===== src/rtl/cntr_ud_pkg.sv =====
// Shared definitions for the up/down step counter sequencer.
// Holds the FSM state encoding and the default counter width.
package cntr_ud_pkg;

  localparam int unsigned DEFAULT_WIDTH = 3;

  typedef enum logic [1:0] {
    IDLE = 2'd0,
    RUN  = 2'd1,
    DONE = 2'd2
  } state_e;

endpackage


===== src/rtl/cntr_ud_en.sv =====
// Enabled modulo-2^WIDTH up/down counter with synchronous clear and a
// registered one-cycle wrap flag for the step that crossed max<->0.
module cntr_ud_en #(
  parameter int unsigned WIDTH = 3
) (
  input  logic             clk_i,
  input  logic             reset_i,
  input  logic             en_i,
  input  logic             up_down_i,
  input  logic             clr_i,
  output logic [WIDTH-1:0] count_o,
  output logic             wrap_o
);

  localparam logic [WIDTH-1:0] ONE = WIDTH'(1);
  localparam logic [WIDTH-1:0] MAX = '1;

  logic [WIDTH-1:0] count_q, count_d;
  logic             wrap_q, wrap_d;

  always_comb begin
    count_d = count_q;
    wrap_d  = 1'b0;
    if (clr_i) begin
      count_d = '0;
    end else if (en_i) begin
      if (up_down_i) begin
        count_d = count_q - ONE;
        wrap_d  = (count_q == '0);
      end else begin
        count_d = count_q + ONE;
        wrap_d  = (count_q == MAX);
      end
    end
  end

  always_ff @(posedge clk_i) begin
    if (reset_i) begin
      count_q <= '0;
      wrap_q  <= 1'b0;
    end else begin
      count_q <= count_d;
      wrap_q  <= wrap_d;
    end
  end

  assign count_o = count_q;
  assign wrap_o  = wrap_q;

endmodule


===== src/rtl/cntr_ud_seq.sv =====
// Command-driven step sequencer: accepts (direction, steps) in IDLE, applies
// one counter step per cycle in RUN, then pulses done for one cycle in DONE.
module cntr_ud_seq
  import cntr_ud_pkg::*;
#(
  parameter int unsigned WIDTH = DEFAULT_WIDTH
) (
  input  logic             clk,
  input  logic             reset,
  input  logic             cmd_valid,
  output logic             cmd_ready,
  input  logic             cmd_up_down,
  input  logic [WIDTH-1:0] cmd_steps,
  input  logic             clr,
  output logic [WIDTH-1:0] bin_count,
  output logic             busy,
  output logic             done,
  output logic             wrap
);

  localparam logic [WIDTH-1:0] ONE = WIDTH'(1);

  state_e           state_q, state_d;
  logic             dir_q, dir_d;
  logic [WIDTH-1:0] remain_q, remain_d;
  logic             busy_q, done_q;
  logic             cnt_en, cnt_clr;

  always_comb begin
    state_d   = state_q;
    dir_d     = dir_q;
    remain_d  = remain_q;
    cnt_en    = 1'b0;
    cnt_clr   = 1'b0;
    cmd_ready = (state_q == IDLE) && !clr && !reset;
    case (state_q)
      IDLE: begin
        if (clr) begin
          cnt_clr = 1'b1;
        end else if (cmd_valid && cmd_ready) begin
          dir_d    = cmd_up_down;
          remain_d = cmd_steps;
          state_d  = (cmd_steps == '0) ? DONE : RUN;
        end
      end
      RUN: begin
        cnt_en   = 1'b1;
        remain_d = remain_q - ONE;
        if (remain_q == ONE) begin
          state_d = DONE;
        end
      end
      DONE:    state_d = IDLE;
      default: state_d = IDLE;
    endcase
  end

  // busy/done are registered from the next state so they line up with it.
  always_ff @(posedge clk) begin
    if (reset) begin
      state_q  <= IDLE;
      dir_q    <= 1'b0;
      remain_q <= '0;
      busy_q   <= 1'b0;
      done_q   <= 1'b0;
    end else begin
      state_q  <= state_d;
      dir_q    <= dir_d;
      remain_q <= remain_d;
      busy_q   <= (state_d != IDLE);
      done_q   <= (state_d == DONE);
    end
  end

  cntr_ud_en #(
    .WIDTH(WIDTH)
  ) u_cntr (
    .clk_i    (clk),
    .reset_i  (reset),
    .en_i     (cnt_en),
    .up_down_i(dir_q),
    .clr_i    (cnt_clr),
    .count_o  (bin_count),
    .wrap_o   (wrap)
  );

  assign busy = busy_q;
  assign done = done_q;

endmodule


===== config.mk =====
export PLATFORM = sky130hd
export DESIGN_NAME = cntr_ud_seq
export DESIGN_NICKNAME = d
export VERILOG_FILES = /design/src/rtl/cntr_ud_pkg.sv /design/src/rtl/cntr_ud_en.sv /design/src/rtl/cntr_ud_seq.sv
export SDC_FILE = /design/constraint.sdc
export NUM_CORES = 1
export LEC_CHECK = 0
export ABC_AREA = 1
export CAP_MARGIN = 20
export CORE_UTILIZATION = 51
export DETAILED_ROUTE_END_ITERATION = 16
export GPL_ROUTABILITY_DRIVEN = 0
export HOLD_SLACK_MARGIN = 0.05
export PLACE_DENSITY = 0.8
export SLEW_MARGIN = 0
export SYNTH_ARGS = -nofsm -noshare
export SYNTH_HDL_FRONTEND = slang
export SYNTH_SLANG_ARGS = --single-unit

===== constraint.sdc =====
create_clock -name clk -period 4.1 [get_ports clk]
set_input_delay 0.82 -clock clk [delete_from_list [all_inputs] [get_ports clk]]
set_output_delay 0.82 -clock clk [all_outputs]
set_load 0.02 [all_outputs]

== Word level (Yosys, flattened, before mapping) ==
Index checks and enable logic that the tools add are counted.
Word-level totals
  bits in registers: 12
  input bits: 8
  output and inout bits: 7
  logic and storage cells: 45
Cells by class
  add/subtract/negate cells: 3
  equality and inequality tests: 6
  multiplexer cells: 13
  bitwise logic cells: 2
  reductions and logical operators: 14
Operators by type and width (number)
  3-bit two-way mux: 3
  2-bit two-way mux: 4
  3-bit zero test: 2
  3-bit one-hot mux with 2 select lines: 1
  3-bit AND reduction: 2
  3-bit by 1-bit subtractor with 3-bit output (second input constant): 2
  1-bit two-way mux: 4
  2-bit one-hot mux with 2 select lines: 1
  2-bit nonzero test: 2
  3-bit by 1-bit adder with 3-bit output (second input constant): 1
  3-bit by 1-bit == test with 1-bit output (second input constant): 1
  3-bit == test (second input constant): 1
  1-bit logical AND: 3
  3-bit OR reduction: 1
  2-bit by 1-bit == test with 1-bit output (second input constant): 1
  2-bit == test (second input constant): 1
  1-bit zero test: 2
  2-bit zero test: 1
  2-bit by 1-bit inequality test with 1-bit output (second input constant): 1
  2-bit inequality test (second input constant): 1
  1-bit inverter: 2
  2-bit OR reduction: 1

== Logic depth before layout (Yosys ltp) ==
  depth after elaboration: 8
  mapped depth: 8
  gate-level depth less buffers: 8

== By module ==
Synthesis repeated with hierarchy kept, for this count alone.
Unflattened totals
  cells, all modules: 101
  area total of the unflattened synthesis: 669.4 um^2
Modules (own cells, without submodules)
  cntr_ud_seq: instances 1, cells each 72, area each 455.4 um^2
  cntr_ud_en: instances 1, cells each 29, area each 214.0 um^2

== Least setup slack after synthesis ==
Ideal clock, no wire load.
  path type: in2out
  start point: in reset
  end point: out cmd_ready
  data arrival time: 1.559 ns
  data required time: 3.280 ns
  path slack: 1.721 ns
  stages on the path: 2
  buffers on the path: 1
  cell sequence: buf_6 -> nor4_1
On the way
  word-level cells in the longest chain between the ends: 2
Ends and longest elaborated chain
  from (decl): RTL line cntr_ud_seq.sv:9  | input logic reset,
  1-bit zero test: RTL line cntr_ud_seq.sv:35  | cmd_ready = (state_q == IDLE) && !clr && !reset;
  1-bit logical AND: RTL line cntr_ud_seq.sv:35
  to (decl): RTL line cntr_ud_seq.sv:11  | output logic cmd_ready,
No other way between the ends.

== Worst setup path after layout ==
Same ends and word-level chain as after synthesis.

==> impl_results.rst <==
.. list-table::
   :header-rows: 1

   * - Metric
     - Value
   * - Status
     - finished clean
   * - Net Switching
     - slightly below 60 uW
   * - Hold path endpoint
     - u_cntr.wrap_o$_SDFF_PP0_
   * - Dpl hpwl
     - 932.2 um
   * - Total cell area at the placement stage
     - between 700 and 800 sq um
   * - Ranking of synthesized cells by area
     - dfxtp_1 36%, nand2_1 14%, nor2_1 13%
   * - Max FO, Critical Path
     - 8
   * - Flops & latches, synth
     - 12
   * - Non-filler instance count after layout
     - 130
   * - Arrival time of data at the critical path endpoint
     - approximately 2200 ps
   * - Count of endpoints failing hold in the final timing report
     - 0
   * - R2R depth
     - 6
   * - Horizontal die dimension
     - between 30 and 40 um
   * - Pwr Density
     - approximately 280 nW/um^2
   * - Clock share of power
     - 0.306
   * - Post-synthesis cell count
     - roughly 100
   * - Cell type contributing the most total cell area after synthesis
     - dfxtp_1
   * - Number of nets with antenna violations after detailed routing
     - 0
   * - Sinks on Clock Net
     - 12
   * - Synthesis-to-finish area growth
     - 23.73%
   * - Routed wire length
     - about 1200 um
   * - F_max
     - between 300 and 400 MHz
   * - Inst Count DP
     - 127
   * - Clk Latency, worst-skew pair
     - between 200 and 300 ps
   * - Data required time of the critical path
     - ~3300 ps
   * - Layout cells sized above 1
     - 0.06034
   * - Worst supply voltage drop on vdd
     - 0.1590 mV
   * - Number of clock buffers inserted by TritonCTS
     - 3
   * - Nets
     - 129
   * - I/O pin count
     - 15
   * - Unique masters post-synth
     - 17
   * - TritonCTS clock tree
     - yes
   * - Final Slew Violations
     - 0
   * - R2r setup slk
     - around 2700 ps
   * - Sum Neg Setup Slack
     - 0 ps
   * - Startpoint of the most critical setup path
     - reset
   * - Final WS setup
     - between 1000 and 1500 ps
   * - Post-layout util
     - 0.7110
   * - Count of standard-cell rows
     - 12
   * - Floorplan core area
     - ~1200 sq um
   * - Initial core utilization
     - 0.5747
   * - Count of H-tree levels built during CTS
     - 1
   * - Share of the cycle needed by the critical path after routing
     - 0.7366
   * - Hold slack final
     - about 520 ps
   * - Detailed-router iteration count before antenna repair
     - 4
   * - Sw frac
     - 0.2556
   * - Capturing point of the worst reg2reg path
     - u_cntr.count_o[2]$_SDFFE_PP0P_
   * - Post-Synthesis Cell Area
     - approximately 660 sq um
   * - Unrepaired setup endpoints after global routing
     - false
   * - Die Outline Area
     - 1451 sq um
   * - Post-CTS Resized
     - 0
   * - Number of synthesis warnings
     - 0
   * - Actual transition at the worst max-transition pin
     - 281.4 ps
   * - Sequential share of the synthesized area
     - 0.3616
   * - Kind of start point of the critical path
     - primary input
   * - Portion of synthesized cell area occupied by the leading cell type
     - 0.3616
   * - IO Port Bufs
     - 14
   * - Overall track demand over capacity in global routing
     - 0.2116
   * - CTS Root Buffer Type
     - clkbuf_4
   * - Setup CP Type
     - primary input to primary output
   * - Vert. Die Dim
     - about 38 um
   * - Leak
     - 0.3882 nW
   * - Hold wc startpoint
     - dir_q$_SDFFE_PP0P_
   * - Critical register-to-register path startpoint
     - u_cntr.count_o[0]$_SDFFE_PP0P_
   * - WL/cell
     - 9.462 um
   * - Clock skew after layout
     - roughly 2.6 ps
   * - Nature of the critical path endpoint
     - primary output
   * - Internal
     - 171.0 uW
   * - Setup bufs post-CTS
     - 0
   * - Synth Net Count
     - 112
   * - Drt via density
     - 4.838
   * - DRC marker count from the first detailed-route iteration
     - 13
   * - # hold bufs at CTS
     - 0
   * - Worst-path clk slew
     - 70 ps
   * - Setup slack at placement
     - about 1100 ps
   * - Total power of the final layout
     - between 200 and 250 uW
   * - DRC errors left
     - 0
   * - Proportion of power drawn by combinational gates
     - 0.160
   * - Clock period minus worst slack
     - slightly above 3000 ps
   * - Maximum clock path buffer count
     - 2
   * - Total grt overflow
     - 0
   * - Antenna cells
     - 0
   * - Fraction of power consumed by sequential logic
     - 0.534
   * - Final Setup Violations
     - 0
   * - Worst-case headroom to the max-slew limit
     - 0.8124
   * - Non-Filler Cell Area, Final
     - 822.0 sq um
   * - Syn Area/Cell
     - ~6.6 sq um
   * - Number of antenna violations at the first check in global routing
     - 0
   * - Cell depth of the worst min-delay path
     - 2
   * - Largest net degree at the start of global routing
     - 15
   * - Class of the tightest hold or removal check
     - flop to flop
   * - Wire length of the first global-routing pass
     - about 2000 um
   * - Vias in the first global route
     - 500
   * - Total via count in the routed design
     - roughly 630
   * - MaxCap Viol Count
     - 0
-- how the worst max path moves through the flow --
stage	endpoint	slack [ps]	depth (start not counted)
floorplan	cmd_ready	1720	2
global placement	cmd_ready	1110	3
detailed placement	cmd_ready	1070	3
CTS	cmd_ready	1060	3
global route	cmd_ready	970	3
finish	cmd_ready	1080	3
-- metal layers --
metal,vias up,share of wire,track usage
li1,339,-,-
met1,266,0.48,0.2491
met2,20,0.45,0.3517
met3,4,0.055,0.05233
met4,0,0.014,0.1071
met5,-,0,0
-- registers in the layout, summed over array words and instances (netlist names) --
name,flops
u_cntr.wrap_o,1
done,1
u_cntr.count_o,3
remain_q,3
busy,1
state_q,2
dir_q,1
-- placed cells by master (no fill, tap or decap) --
cell             count
a21oi_1              4
clkbuf_4             3
clkdlybuf4s50_1     14
dfxtp_1             12
fa_1                 1
ha_1                 2
inv_1               17
inv_2                1
nand2_1             25
nand2_2              1
nand3_1              5
nand3_2              1
nand4_1              2
nor2_1              23
nor2_4               1
nor4_1               1
o21a_1               1
o21ai_0              2
-- logic make-up after synthesis --
group                      count (synthesis)  share of synthesized area
and+or+nand+nor                           59                     0.3785
DFF                                       12                     0.3616
AOI/OAI and AO/OA                          7                    0.05650
buffers and inverters                     20                     0.1356
adders and majority gates                  3                    0.06779
-- synth_stat cells --
library cell / count
nand2_1: 25
nor2_1: 23
inv_1: 17
dfxtp_1: 12
nand3_1: 5
a21oi_1: 4
buf_6: 2
ha_1: 2
nand4_1: 2
o21ai_0: 2
fa_1: 1
inv_2: 1
nand2_2: 1
nand3_2: 1
nor2_4: 1
nor4_1: 1
o21a_1: 1
-- worst max-delay path, cell delays in order --
cell and delay, ps:
clkdlybuf4s50_1 530, nor4_1 210, clkdlybuf4s50_1 640
-- power groups by stage --
| stage | combinational (mW) | sequential [mW] | clock [mW] |
|---|---|---|---|
| floorplan | 0.0237 | 0.126 | 0 |
| global placement | 0.0359 | 0.125 | 0 |
| detailed placement | 0.0367 | 0.125 | 0 |
| CTS | 0.0368 | 0.123 | 0.0729 |
| global route | 0.0424 | 0.123 | 0.0768 |
| finish | 0.0368 | 0.123 | 0.0703 |
-- area by class of cell --
cell class,instances,area (sq um)
multi-input combinational,69,334.1
fill,109,334.1
sequential,12,240.2
timing repair buffer,14,140.1
inverter,18,67.56
clock buffer,3,22.52
tap,14,17.52
Note: power is estimated with default switching activity, not from simulation.
